<file path="src/rtl/bldc_pkg.sv">
// Shared BLDC definitions: hall state encodings, commutation-order lookups and
// the decoder tracking-state encoding.
package bldc_pkg;

  localparam logic [2:0] HALL_001 = 3'b001;
  localparam logic [2:0] HALL_011 = 3'b011;
  localparam logic [2:0] HALL_010 = 3'b010;
  localparam logic [2:0] HALL_110 = 3'b110;
  localparam logic [2:0] HALL_100 = 3'b100;
  localparam logic [2:0] HALL_101 = 3'b101;

  typedef enum logic [1:0] {
    ST_INIT,
    ST_TRACK,
    ST_FAULT
  } hall_state_e;

  function automatic logic is_illegal(input logic [2:0] h);
    return (h == 3'b000) || (h == 3'b111);
  endfunction

  // Illegal inputs map to 000 so they never match a real neighbour.
  function automatic logic [2:0] next_fwd(input logic [2:0] h);
    case (h)
      HALL_001: next_fwd = HALL_011;
      HALL_011: next_fwd = HALL_010;
      HALL_010: next_fwd = HALL_110;
      HALL_110: next_fwd = HALL_100;
      HALL_100: next_fwd = HALL_101;
      HALL_101: next_fwd = HALL_001;
      default:  next_fwd = 3'b000;
    endcase
  endfunction

  function automatic logic [2:0] next_rev(input logic [2:0] h);
    case (h)
      HALL_001: next_rev = HALL_101;
      HALL_101: next_rev = HALL_100;
      HALL_100: next_rev = HALL_110;
      HALL_110: next_rev = HALL_010;
      HALL_010: next_rev = HALL_011;
      HALL_011: next_rev = HALL_001;
      default:  next_rev = 3'b000;
    endcase
  endfunction

endpackage

</file>
<file path="src/rtl/hall_glitch_filter.sv">
// Two-flop synchroniser plus stability filter for the 3-bit hall vector;
// emits the accepted vector and a one-cycle pulse when it changes.
module hall_glitch_filter #(
  parameter int unsigned FILTER_LEN = 4
) (
  input  logic       clk,
  input  logic       rst,
  input  logic [2:0] raw,
  output logic [2:0] hall,
  output logic       edge_valid
);

  localparam int unsigned CW = $clog2(FILTER_LEN + 1);

  logic [2:0]    sync1;
  logic [2:0]    sync2;
  logic [2:0]    prev;
  logic [CW-1:0] cnt;
  logic [CW-1:0] cnt_next;

  // cnt is the number of whole cycles sync2 has held its current value,
  // saturating at FILTER_LEN.
  always_comb begin
    cnt_next = cnt;
    if (sync2 != prev)
      cnt_next = CW'(1);
    else if (cnt != CW'(FILTER_LEN))
      cnt_next = cnt + CW'(1);
  end

  always_ff @(posedge clk) begin
    if (rst) begin
      sync1      <= '0;
      sync2      <= '0;
      prev       <= '0;
      cnt        <= '0;
      hall       <= '0;
      edge_valid <= 1'b0;
    end else begin
      sync1      <= raw;
      sync2      <= sync1;
      prev       <= sync2;
      cnt        <= cnt_next;
      edge_valid <= 1'b0;
      if ((cnt_next == CW'(FILTER_LEN)) && (sync2 != hall)) begin
        hall       <= sync2;
        edge_valid <= 1'b1;
      end
    end
  end

endmodule

</file>
<file path="src/rtl/hall_sensor_decoder.sv">
// Hall sensor front-end: filtered hall lines, direction, step period,
// stall and sequence-error detection for the commutation and speed loops.
module hall_sensor_decoder
  import bldc_pkg::*;
#(
  parameter int unsigned REG_SIZE   = 16,
  parameter int unsigned FILTER_LEN = 4
) (
  input  logic                clk,
  input  logic                rst,
  input  logic                enable,
  input  logic                hall_a_raw,
  input  logic                hall_b_raw,
  input  logic                hall_c_raw,
  output logic                hall_1,
  output logic                hall_2,
  output logic                hall_3,
  output logic                edge_valid,
  output logic                direction,
  output logic [REG_SIZE-1:0] period,
  output logic                period_valid,
  output logic                stall,
  output logic                seq_error
);

  localparam logic [REG_SIZE-1:0] CNT_MAX = '1;

  logic [2:0]          hall_vec;
  logic [2:0]          last_hall;
  logic [REG_SIZE-1:0] cnt;
  hall_state_e         state;

  hall_glitch_filter #(
    .FILTER_LEN (FILTER_LEN)
  ) u_filter (
    .clk        (clk),
    .rst        (rst),
    .raw        ({hall_a_raw, hall_b_raw, hall_c_raw}),
    .hall       (hall_vec),
    .edge_valid (edge_valid)
  );

  assign hall_1 = hall_vec[2];
  assign hall_2 = hall_vec[1];
  assign hall_3 = hall_vec[0];

  // Tracking reacts to the registered edge_valid, so direction/period/flags
  // follow the hall outputs by one clock; edge-to-edge spacing is unaffected.
  always_ff @(posedge clk) begin
    if (rst) begin
      state        <= ST_INIT;
      last_hall    <= '0;
      cnt          <= '0;
      direction    <= 1'b1;
      period       <= '0;
      period_valid <= 1'b0;
      stall        <= 1'b0;
      seq_error    <= 1'b0;
    end else if (!enable) begin
      state        <= ST_INIT;
      cnt          <= '0;
      period_valid <= 1'b0;
      stall        <= 1'b0;
      seq_error    <= edge_valid && is_illegal(hall_vec);
      if (edge_valid)
        last_hall <= hall_vec;
    end else begin
      seq_error <= 1'b0;
      if (edge_valid) begin
        cnt       <= REG_SIZE'(1);
        stall     <= 1'b0;
        last_hall <= hall_vec;
        if (is_illegal(hall_vec)) begin
          seq_error    <= 1'b1;
          period_valid <= 1'b0;
          state        <= ST_FAULT;
        end else begin
          case (state)
            ST_TRACK: begin
              if (hall_vec == next_fwd(last_hall)) begin
                direction    <= 1'b1;
                period       <= cnt;
                period_valid <= 1'b1;
              end else if (hall_vec == next_rev(last_hall)) begin
                direction    <= 1'b0;
                period       <= cnt;
                period_valid <= 1'b1;
              end else begin
                seq_error    <= 1'b1;
                period_valid <= 1'b0;
                state        <= ST_INIT;
              end
            end
            default: begin
              period_valid <= 1'b0;
              state        <= ST_TRACK;
            end
          endcase
        end
      end else begin
        if (cnt != CNT_MAX)
          cnt <= cnt + REG_SIZE'(1);
        if (cnt >= CNT_MAX - REG_SIZE'(1)) begin
          stall        <= 1'b1;
          period_valid <= 1'b0;
          state        <= ST_INIT;
        end
      end
    end
  end

endmodule
</file>
<file path="config.mk">
export PLATFORM = sky130hd
export DESIGN_NAME = hall_sensor_decoder
export DESIGN_NICKNAME = d
export VERILOG_FILES = /design/src/rtl/bldc_pkg.sv /design/src/rtl/hall_glitch_filter.sv /design/src/rtl/hall_sensor_decoder.sv
export SDC_FILE = /design/constraint.sdc
export NUM_CORES = 1
export LEC_CHECK = 0
export CAP_MARGIN = 40
export CORE_ASPECT_RATIO = 0.9
export CORE_UTILIZATION = 47
export CTS_BUF_LIST = sky130_fd_sc_hd__clkbuf_4
export CTS_CLUSTER_DIAMETER = 80
export DETAILED_ROUTE_END_ITERATION = 16
export DONT_BUFFER_PORTS = 1
export HOLD_SLACK_MARGIN = 0.03
export SYNTH_ARGS = -nofsm -noshare
export SYNTH_HDL_FRONTEND = slang
export SYNTH_SLANG_ARGS = --single-unit
</file>
<file path="constraint.sdc">
create_clock -name clk -period 2.2 [get_ports clk]
set_input_delay 0.11 -clock clk [delete_from_list [all_inputs] [get_ports clk]]
set_output_delay 0.11 -clock clk [all_outputs]
set_load 0.005 [all_outputs]
</file>
==> results.md, run 1 <==
* Rel. slew slack at 0.429
* Register bit total from synthesis at 57
* Setup Viol. Count Final at 0
* Hold crit path type: primary input to register
* Synthesized area at ~0.0026 mm^2
* Slowest CP cell: dfxtp_1
* DP Area at 0.00270 mm^2
* Commonest non-fill, non-tap cell in the layout: dfxtp_1
* CTS Buffer Depth at 2
* Mapped Nets at 301
* Kind of critical path: register to register
* Clk sinks at 57
* Status: complete, no violations
* Worst Path Max Fanout at 16
* Critical path's top delay family: simple AND/OR/NAND/NOR gates
* Max Clock Freq at 0.504 GHz
* Post-route DRC at 0
* P_leak at 0.00100 uW
* Clock Power Share at 0.379
* Cells after synthesis at 291
* Post-synthesis sequential area ratio at 0.432
* Slew @ Worst Pin at 0.854 ns
* DP HPWL at 3.68 mm
* Drt first-iter violations at 132
* First-pass GRT wire length at approximately 9 mm
* Max VDD drop at roughly 310 uV
* Reg area at 0.00114 mm^2
* Largest net degree at the start of global routing at 34
* Initial Utilization at 0.496
* DR vias/cell at 5.38
* Multi-input logic area at 0.00138 mm^2
* Post-synth cell types at 47
* RSZ-0062 raised after global routing: false
* Num rows at 25
* Part of the power in combinational logic at 0.048
* # resized after CTS at 0
* Pre-antenna DRT Iters at 4
* Crit-path cells: nor4bb_1 -> a31oi_1 -> o2111a_4 -> nor2_8 -> mux2i_1
* Maxcap violations at 0
* Layout cell share with drive strength beyond 1 at 0.0850
* Ant. Diodes at 0
* Fin nets at 313
* Fin. Hold Viols at 0
* GRT busiest layer: met1
* Synth warnings at 0
* Int Power at around 1400 uW
* Final clock skew at 0.00843 ns
* Max incr delay on CP at 0.53 ns
* Clock transition at path regs at 0.10 ns
* Vias in the first global route at 1,855
* CTS tree: built
* Synth-to-Final Area Change at 9.05%
* Remaining antenna violation count at 0
* Top Ports at 30
* Routed len/inst at 14.6 um
* Syn_area_per_cell at 9.07 um^2
* Max-slew violations at 0
* Switch share at 0.236
* Met3 usage at 0.0863
* Grt met1 use at 0.299
* Final min period at 1.98 ns
* GR Overflow Total at 0
* Crit end category: register
* Root buffer cell: clkbuf_4
* Met2 Resource Use GR at 0.275
* Switching power total at between 400 and 500 uW
* Die X-Extent at 81 um
* GRT Total Usage at 0.210
* H-tree depth at 3
* I/O Buffers at 0
* Post-layout instance area at 0.00288 mm^2
* CP Buf/Inv Count at 0
* Cell area power density at about 640 mW/mm^2
* Flop pwr share at 0.573
* Clk_lat worst skew at 0.39 ns
* DRT Wirelength at about 5.4 mm
* DR vias at 2,008
* Die ar. at 0.00592 mm^2
* Fill cell count at ~530
* Core area at 0.00532 mm^2
* Post-Route Setup TNS at 0 ns
* Die height at 73.1 um
* Period utilization at 0.902
* WP data required at 2.52 ns
* GPL Wtd Cong at 0.810
* Number of antenna violations at the first check in global routing at 0
* Worst path arrival time at ~2.3 ns
* Commonest non-fill, non-tap cells in the layout: dfxtp_1 (57), nand2_1 (43), nor2_1 (31), mux2i_1 (22), xor2_1 (14)
* Startpoint Class: register
* Total CTS buffers at 9
[layer usage]
layer / up-vias / share of wire / routed length (um)
met2: 45 / 0.38 / 2050
met4: 0 / 0.021 / 114
li1: 1032 / - / -
met1: 919 / 0.54 / 2910
met5: - / 0 / 0
met3: 12 / 0.067 / 362
[power groups by stage]
stage	registers, uW	clock network, uW	logic (uW)
6_report	1050	697	88.8
5_1_grt	1050	768	101
4_1_cts	1050	715	86.9
3_5_place_dp	1080	0	73.5
3_3_place_gp	1080	0	72.6
2_1_floorplan	1080	0	60.6
[final timing paths]
path | slack (ns) | start | endpoint | cells after the start
setup / recovery | 0.22 | last_hall[0]$_SDFFE_PP0P_ | period[7]$_SDFFE_PP0P_ | 5
hold / removal | 0.20 | rst | period[2]$_SDFFE_PP0P_ | 4
setup reg to reg | 0.22 | last_hall[0]$_SDFFE_PP0P_ | period[7]$_SDFFE_PP0P_ | 5
hold reg to reg | 0.44 | u_filter.sync1[0]$_SDFF_PP0_ | u_filter.sync2[0]$_SDFF_PP0_ | 1
[cell usage after synthesis, drive strengths merged]
cell type,number,area (um^2)
buf,8,70.1
mux2i,22,220
or2,1,6.26
xor2,14,123
and4bb,1,12.5
and4,2,17.5
a21oi,6,30.0
nor2b,10,62.6
nand2,43,161
inv,6,22.5
nor2,32,136
a311oi,1,8.76
and2,1,6.26
dfxtp,57,1140
nor4,1,12.5
o41ai,1,8.76
nor4b,1,8.76
nand3b,2,15.0
o21bai,1,7.51
nor3,7,35.0
o21ai,3,15.0
nor4bb,4,40.0
a31oi,4,25.0
o211ai,1,7.51
nand3,10,50.1
a21o,2,16.3
clkinv,1,3.75
nand4,9,56.3
a32o,1,10.0
and3,2,12.5
a2111oi,1,8.76
a22oi,1,7.51
o2111a,1,20.0
a32oi,1,8.76
ha,4,50.1
or3,4,25.0
o31ai,1,7.51
a2bb2oi,1,8.76
xnor2,12,105
a211oi,4,30.0
clkbuf,7,26.3
[state kept, by name, summed over array words and instances, names as in the netlist]
register	count
seq_error	1
period	16
period_valid	1
u_filter.cnt	3
u_filter.sync1	3
state	2
u_filter.hall	3
last_hall	3
direction	1
u_filter.sync2	3
u_filter.edge_valid	1
stall	1
u_filter.prev	3
cnt	16
[through the flow]
| step | util | worst slack (ns) | power (uW) | hold slack, ns | std cells |
|---|---|---|---|---|---|
| after floorplan | - | 0.465 | 1140 | 0.193 | 291 |
| after global placement | 0.508 | 0.327 | 1150 | 0.184 | 353 |
| after detailed placement | 0.508 | 0.260 | 1150 | 0.186 | 353 |
| after CTS | 0.540 | 0.230 | 1850 | 0.0313 | 372 |
| after global routing | 0.541 | 0.0341 | 1920 | 0.208 | 373 |
| final | 0.541 | 0.217 | 1840 | 0.198 | 373 |
[what timing repair did]
action,in CTS,in global routing
endpoints found under the hold margin,25,1
hold buffers,5,1
endpoints found under the setup margin,0,0
setup buffers,0,0
[worst reg2reg max path: cells and delay by family, from the launching register on]
| kind | cells | cell delay, ns |
|---|---|---|
| compound gates | 2 | 0.48 |
| mux | 1 | 0.24 |
| flops | 1 | 0.53 |
| simple gates | 2 | 0.67 |
[final cells by class]
class                      count  share of cell area
tap                           67              0.0291
clock inverter                 5              0.0169
multi-input combinational    212               0.478
timing repair buffer          16              0.0469
sequential                    57               0.396
inverter                       7             0.00913
clock buffer                   9              0.0235
[logic make-up after synthesis]
logic type	synth area share
mux	0.0834
flops	0.432
xor+xnor	0.0863
fa+ha+maj	0.0190
simple gates	0.249
buf+inv	0.0464
compound gates	0.0834
Note: power is estimated with default switching activity, not from simulation.
==> inputs of run 2 (changes only) <==
Settings changed: BUFFER_PORTS_ARGS set to -buffer_cell sky130_fd_sc_hd__buf_2, DONT_BUFFER_PORTS 1 to not set, PLACE_DENSITY set to 0.66.
==> run 2 against run 1 <==
Sequential share of layout area down 1.4 points. Non-clock buffer count up 24. Sequential power about the same. Die area unchanged. First-iteration DRC count down 53%. Worst hold slack worse by 0.12 ns. Power about the same. Critical endpoint is now period[14]$_SDFFE_PP0P_. Largest cell class unchanged. Highest routed layer unchanged.
==> results.md, run 2 (synthesis results as in run 1) <==
* Commonest non-fill, non-tap cell in the layout: dfxtp_1
* Vias in the first global route at 1,955 (+5.4%)
* DRT Wirelength at 5.43 mm (about the same)
* WP data required at 2.52 ns (about the same)
* GR Overflow Total at 0 (unchanged)
* Die height at 73.1 um (unchanged)
* Cts-stage hold buffer count at 3 (-2)
* Placed Instances at 380 (+7.6%)
* WHS Endpoint: state[0]$_SDFFE_PP0P_
* Fin nets at 337 (+7.7%)
* Hold Slack at 0.0782 ns (-0.119 ns)
* Pwr Total at 1840 uW (about the same)
* CTS tree: built
* Biggest regs: cnt x16, period x16
* Post-Layout Cell Count at 398 (+6.7%)
* DR vias/cell at 5.23 (-2.9%)
* Period utilization at 0.913 (+0.0113)
* Rel. slew slack at 0.579 (+0.151)
* Die X-Extent at 81 um (unchanged)
* DP Area at 0.00283 mm^2 (+4.8%)
* GPL Wtd Cong at 0.821 (+1.3%)
* Cell count of the worst hold path at 3 (-1)
* Final clock skew at 0.0162 ns (+0.00777 ns)
* Number of antenna violations at the first check in global routing at 0 (unchanged)
* Synth-to-Final Area Change at 13.1%
* Min-delay src: enable
* Maxcap violations at 0 (unchanged)
* # resized after CTS at 0 (unchanged)
* Num rows at 25 (unchanged)
* Kind of critical path: register to register
* GRT Total Usage at 0.212 (+0.00203)
* R2R Setup Slk at 0.19 ns (-0.02 ns)
* Max-slew violations at 0 (unchanged)
* Cell area power density at 615 mW/mm^2 (-3.6%)
* I/O Buffers at 29 (+29)
* Top Ports at 30 (unchanged)
* Fin. Hold Viols at 0 (unchanged)
* Die ar. at 0.00592 mm^2 (unchanged)
* Setup Viol. Count Final at 0 (unchanged)
* Hold crit path type: primary input to register
* Ant. Diodes at 0 (unchanged)
* Pre-antenna DRT Iters at 4 (unchanged)
* P_leak at 0.00114 uW (+14%)
* Startpoint Class: register
* Clk sinks at 57 (unchanged)
* Max VDD drop at 396 uV (+28%)
* Post-CTS setup buffers at 0 (unchanged)
* R2R cell count at 5 (unchanged)
* H-tree depth at 3 (unchanged)
* CTS Buffer Depth at 2 (unchanged)
* RSZ-0062 raised after global routing: false
* Root buffer cell: clkbuf_4
* Post-route DRC at 0 (unchanged)
* Worst Path Max Fanout at 16 (unchanged)
* Crit end category: register
* Remaining antenna violation count at 0 (unchanged)
* Status: complete, no violations
* Post-Route Setup TNS at 0 ns (unchanged)
* Layout cell share with drive strength beyond 1 at 0.166 (+0.0812)
* Clk_lat worst skew at 0.39 ns (about the same)
* Core area at 0.00532 mm^2 (unchanged)
* Largest net degree at the start of global routing at 34 (unchanged)
* Clock transition at path regs at 0.10 ns (about the same)
* Total CTS buffers at 9 (unchanged)
* First-pass GRT wire length at 9.32 mm (+1.9%)
* RR Startpoint: last_hall[0]$_SDFFE_PP0P_
* Routed len/inst at 13.7 um (-6.2%)
* DR vias at 2,080 (+3.6%)
* Max Clock Freq at 0.498 GHz (-1.2%)
* DP HPWL at 3.71 mm (+0.63%)
* Initial Utilization at 0.496 (unchanged)
* Reg2reg end: period[14]$_SDFFE_PP0P_
* Slew @ Worst Pin at 0.629 ns (-0.225 ns)
* Worst path arrival time at 2.33 ns (+0.02 ns)
* Commonest non-fill, non-tap cells in the layout: dfxtp_1 (57), nand2_1 (43), nor2_1 (31), buf_2 (29), mux2i_1 (22)
* Final min period at 2.01 ns (+0.0248 ns)
* Post-layout instance area at 0.00299 mm^2 (+3.7%)
* Drt first-iter violations at 62 (-53%)
run 2: cell count changes in the layout (fill, tap and decap cells not counted), sizes merged:
cell	delta
clkinvlp	-1
clkinv	+1
clkbuf	+1
buf	+27
dlygate4sd3	-3
run 2: stage by stage:
step	util	worst slack (ns)
final	0.561	0.192
after global routing	0.561	0.0643
after CTS	0.561	0.196
after detailed placement	0.533	0.213
after global placement	0.533	0.339
after floorplan	-	0.465
run 2: cell type report:
| class | instances | area, um^2 |
|---|---|---|
| Tap cell | 67 | 83.8 |
| Multi-Input combinational cell | 212 | 1380 |
| Sequential cell | 57 | 1140 |
| Clock buffer | 10 | 75.1 |
| Clock inverter | 5 | 47.5 |
| Fill cell | 500 | 2330 |
| Inverter | 7 | 26.3 |
| Timing Repair Buffer | 40 | 235 |
run 2: metal layers:
layer  track usage  part of all wire
met2         0.307              0.43
met1         0.293              0.51
met3        0.0675             0.040
met4        0.0774             0.014
met5             0                 0
run 2: critical path: stages (launching register included):
cell	delay, ns
dfxtp_1	0.54
nor4bb_1	0.34
a31oi_1	0.08
o2111a_4	0.38
nor2_8	0.33
mux2i_1	0.24
run 2: worst max-delay path by stage:
stage,endpoint,from
after floorplan,u_filter.hall[1]$_SDFFE_PP0P_,u_filter.cnt[1]$_SDFF_PP0_
after global placement,period[14]$_SDFFE_PP0P_,last_hall[0]$_SDFFE_PP0P_
after detailed placement,period[14]$_SDFFE_PP0P_,u_filter.hall[2]$_SDFFE_PP0P_
after CTS,period[14]$_SDFFE_PP0P_,u_filter.hall[2]$_SDFFE_PP0P_
after global routing,period[15]$_SDFFE_PP0P_,u_filter.hall[2]$_SDFFE_PP0P_
final,period[14]$_SDFFE_PP0P_,last_hall[0]$_SDFFE_PP0P_
run 2: power breakdown:
group,internal [uW],switching [uW]
Clock,342,355
Sequential,1040,11.1
Combinational,34.0,50.2
Total,1420,417
==> inputs of run 3 (changes only) <==
Settings changed: CAP_MARGIN 40 to 20, CORE_ASPECT_RATIO 0.9 to 0.5, SYNTH_HIERARCHICAL set to 1.
==> run 3 against run 2 <==
Final cell count increased by 1.3%. Routed wire length fell by 4.8%. Worst setup slack improved by 0.064 ns. Clock skew is 0.0029 ns lower. Highest routed layer unchanged. Via count grew 0.43%. Maximum frequency rose by 3.3%. Largest cell class unchanged. Area after synthesis is 4.7% higher. Sequential share of layout area shrank 1.1 points. First-iteration DRC count grew 32%. Combinational power fell by 1%. Die area increased by 4.9%.
==> results.md, run 3 <==
* Worst path arrival time at 2.28 ns (-0.05 ns)
* Cells after synthesis at 293 (+0.69%)
* Top post-synthesis cells by count: dfxtp_1 (57), nand2b_1 (36), nor2_1 (23), mux2i_1 (20), nor2b_1 (14)
* Status: complete, no violations
* H-tree depth at 3 (unchanged)
* Clock Power Share at 0.375 (-0.005)
* Setup Viol. Count Final at 0 (unchanged)
* Switching power total at 411 uW (-1.3%)
* First-pass GRT wire length at 8.80 mm (-5.5%)
* Pre-antenna DRT Iters at 4 (unchanged)
* Max-slew violations at 0 (unchanged)
* Synthesized area at 0.00277 mm^2 (+4.7%)
* Int Power at 1410 uW (-0.89%)
* Place WS at 0.268 ns (+0.0554 ns)
* Hold crit path type: primary input to register
* Maxcap violations at 0 (unchanged)
* I/O Buffers at 29 (unchanged)
* Flop pwr share at 0.579 (+0.005)
* Commonest non-fill, non-tap cell in the layout: dfxtp_1
* CTS Buffer Depth at 2 (unchanged)
* Vias in the first global route at 1,917 (-1.9%)
* Post-synth cell types at 49 (+4.3%)
* Kind of critical path: register to register
* DP HPWL at 3.61 mm (-2.5%)
* Layout cell share with drive strength beyond 1 at 0.176 (+0.00959)
* Hold Slack at 0.0664 ns (-0.0117 ns)
* Slew @ Worst Pin at 0.489 ns (-0.140 ns)
* Syn_area_per_cell at 9.44 um^2 (+4.0%)
* Fin nets at 335 (-0.59%)
* DR vias/cell at 5.18 (-0.81%)
* Crit end category: register
* Post-synthesis sequential area ratio at 0.413 (-0.0196)
* Async SR Flop Fraction at 0 (unchanged)
* Clock transition at path regs at 0.09 ns (about the same)
* GRT Total Usage at 0.182 (-0.0301)
* Post-route DRC at 0 (unchanged)
* Number of antenna violations at the first check in global routing at 0 (unchanged)
* Clk sinks at 57 (unchanged)
* Biggest regs: cnt x16, period x16
* Drt first-iter violations at 82 (+32%)
* Period utilization at 0.884 (-0.0289)
* Max Clock Freq at 0.514 GHz (+3.3%)
* Ant. Diodes at 0 (unchanged)
* Switch share at 0.226 (-0.000734)
* Clk_lat worst skew at 0.41 ns (+0.02 ns)
* DRT Wirelength at 5.17 mm (-4.8%)
* Routed len/inst at 12.8 um (-6.0%)
* Worst Slack Setup Final at 0.255 ns (+0.0637 ns)
* Die ar. at 0.00621 mm^2 (+4.9%)
* Total CTS buffers at 9 (unchanged)
* Final clock skew at 0.0133 ns (-0.00291 ns)
* Top Ports at 30 (unchanged)
* Startpoint Class: register
* Post-Route Setup TNS at 0 ns (unchanged)
* GR Overflow Total at 0 (unchanged)
* Worst Path Max Fanout at 15 (-1)
* Root buffer cell: clkbuf_4
* Remaining antenna violation count at 0 (unchanged)
* Cell area power density at 591 mW/mm^2 (-3.9%)
* Final min period at 1.94 ns (-0.0637 ns)
* CTS tree: built
* Rel. slew slack at 0.673 (+0.0939)
* RSZ-0062 raised after global routing: false
* Die height at 56.2 um (-23%)
* GPL Wtd Cong at 0.807 (-1.6%)
* Most numerous cell in the Yosys netlist: dfxtp_1
* Synth top area cells: dfxtp_1 (41%), nand2b_1 (8.1%), mux2i_1 (7.2%), xor2_1 (3.5%), nor2b_1 (3.2%)
* Initial Utilization at 0.497 (+0.000605)
* Commonest non-fill, non-tap cells in the layout: dfxtp_1 (57), nand2b_1 (36), buf_2 (29), nor2_1 (23), mux2i_1 (20)
* Part of the power in combinational logic at 0.046 (about the same)
* DR vias at 2,089 (+0.43%)
* Max VDD drop at 467 uV (+18%)
* Num rows at 19 (-24%)
* Core area at 0.00556 mm^2 (+4.6%)
* P_leak at 0.00119 uW (+4.3%)
* Fin. Hold Viols at 0 (unchanged)
* Yosys top cell area share at 0.413 (-0.0196)
* Die X-Extent at 110 um (+36%)
* Largest area contributor in the netlist: dfxtp_1
* WP data required at 2.54 ns (+0.02 ns)
* Post-synth EDFFs at 0 (unchanged)
* Synth warnings at 6 (+6)
* Top_reg_cell synth: dfxtp_1
* Mapped Nets at 303 (+0.66%)
* Largest net degree at the start of global routing at 53 (+56%)
* Synth-to-Final Area Change at 11.2%
* Register bit total from synthesis at 57 (unchanged)
[run 3: changes by cell type in the layout (fill, tap and decap cells not counted), sizes merged, moves of 4 or more]
cell / previous run / this run
o211ai: 1 / 5
nand2: 43 / 12
o21ai: 3 / 7
nor2b: 10 / 14
nor2: 32 / 23
clkinv: 5 / 0
clkbuf: 10 / 16
nand4: 9 / 5
nand2b: 0 / 36
[run 3: layout make-up]
| type | instances | area, um^2 |
|---|---|---|
| timing repair buffer | 37 | 213 |
| multi-input combinational | 212 | 1480 |
| tap | 73 | 91.3 |
| fill | 535 | 2490 |
| inverter | 8 | 30.0 |
| clock buffer | 16 | 120 |
| sequential | 57 | 1140 |
[run 3: stage by stage]
stage | utilization | cell area (um^2) | std cells | total power (uW)
6_report | 0.553 | 3080 | 403 | 1820
5_1_grt | 0.553 | 3080 | 403 | 1900
4_1_cts | 0.553 | 3080 | 403 | 1850
3_5_place_dp | 0.526 | 2930 | 384 | 1160
3_3_place_gp | 0.526 | 2930 | 384 | 1150
2_1_floorplan | - | 2770 | 293 | 1130
[run 3: timing repair]
| action | CTS | global route |
|---|---|---|
| gates resized for setup | 0 | 0 |
| endpoints found under the hold margin | 3 | 0 |
| setup buffers | 0 | 0 |
| hold buffers | 3 | 0 |
[run 3: power by group through the flow]
stage / combinational [uW] / clock (uW) / sequential, uW
after global routing: 92.7 / 756 / 1060
after global placement: 76.9 / 0 / 1080
final: 83.0 / 682 / 1050
after floorplan: 59.7 / 0 / 1070
after CTS: 84.2 / 712 / 1050
after detailed placement: 80.0 / 0 / 1080
[run 3: worst max-delay path, cell delays in order, from the launching register on]
cell and delay [ns]:
dfxtp_1 0.61, nor4bb_1 0.33, o21ai_2 0.12, o2111ai_4 0.13, and3b_1 0.23, buf_4 0.25, mux2i_1 0.20
[run 3: final timing paths]
path / startpoint / cells past startpoint / end / slack, ns
max reg2reg: u_filter/hall[2]$_SDFFE_PP0P_ / 6 / period[5]$_SDFFE_PP0P_ / 0.26
max: u_filter/hall[2]$_SDFFE_PP0P_ / 6 / period[5]$_SDFFE_PP0P_ / 0.26
min reg2reg: u_filter/sync1[0]$_SDFF_PP0_ / 1 / u_filter/sync2[0]$_SDFF_PP0_ / 0.44
min: enable / 3 / state[1]$_SDFFE_PP0P_ / 0.07
[run 3: cells by family after synthesis]
kind of cell	count (synthesis)	share of synthesized area
fa+ha+maj	4	0.0181
flops	57	0.413
mux	23	0.0846
compound gates	33	0.0896
buf+inv	24	0.0520
simple gates	132	0.280
xor+xnor	20	0.0633
[run 3: layer usage]
metal	vias up	part of all wire	wire length (um)	GRT usage
met4	0	0.015	80	0.0800
met5	-	0	0	0
met3	9	0.064	329	0.0763
met2	49	0.41	2120	0.280
li1	1090	-	-	-
met1	941	0.51	2640	0.224
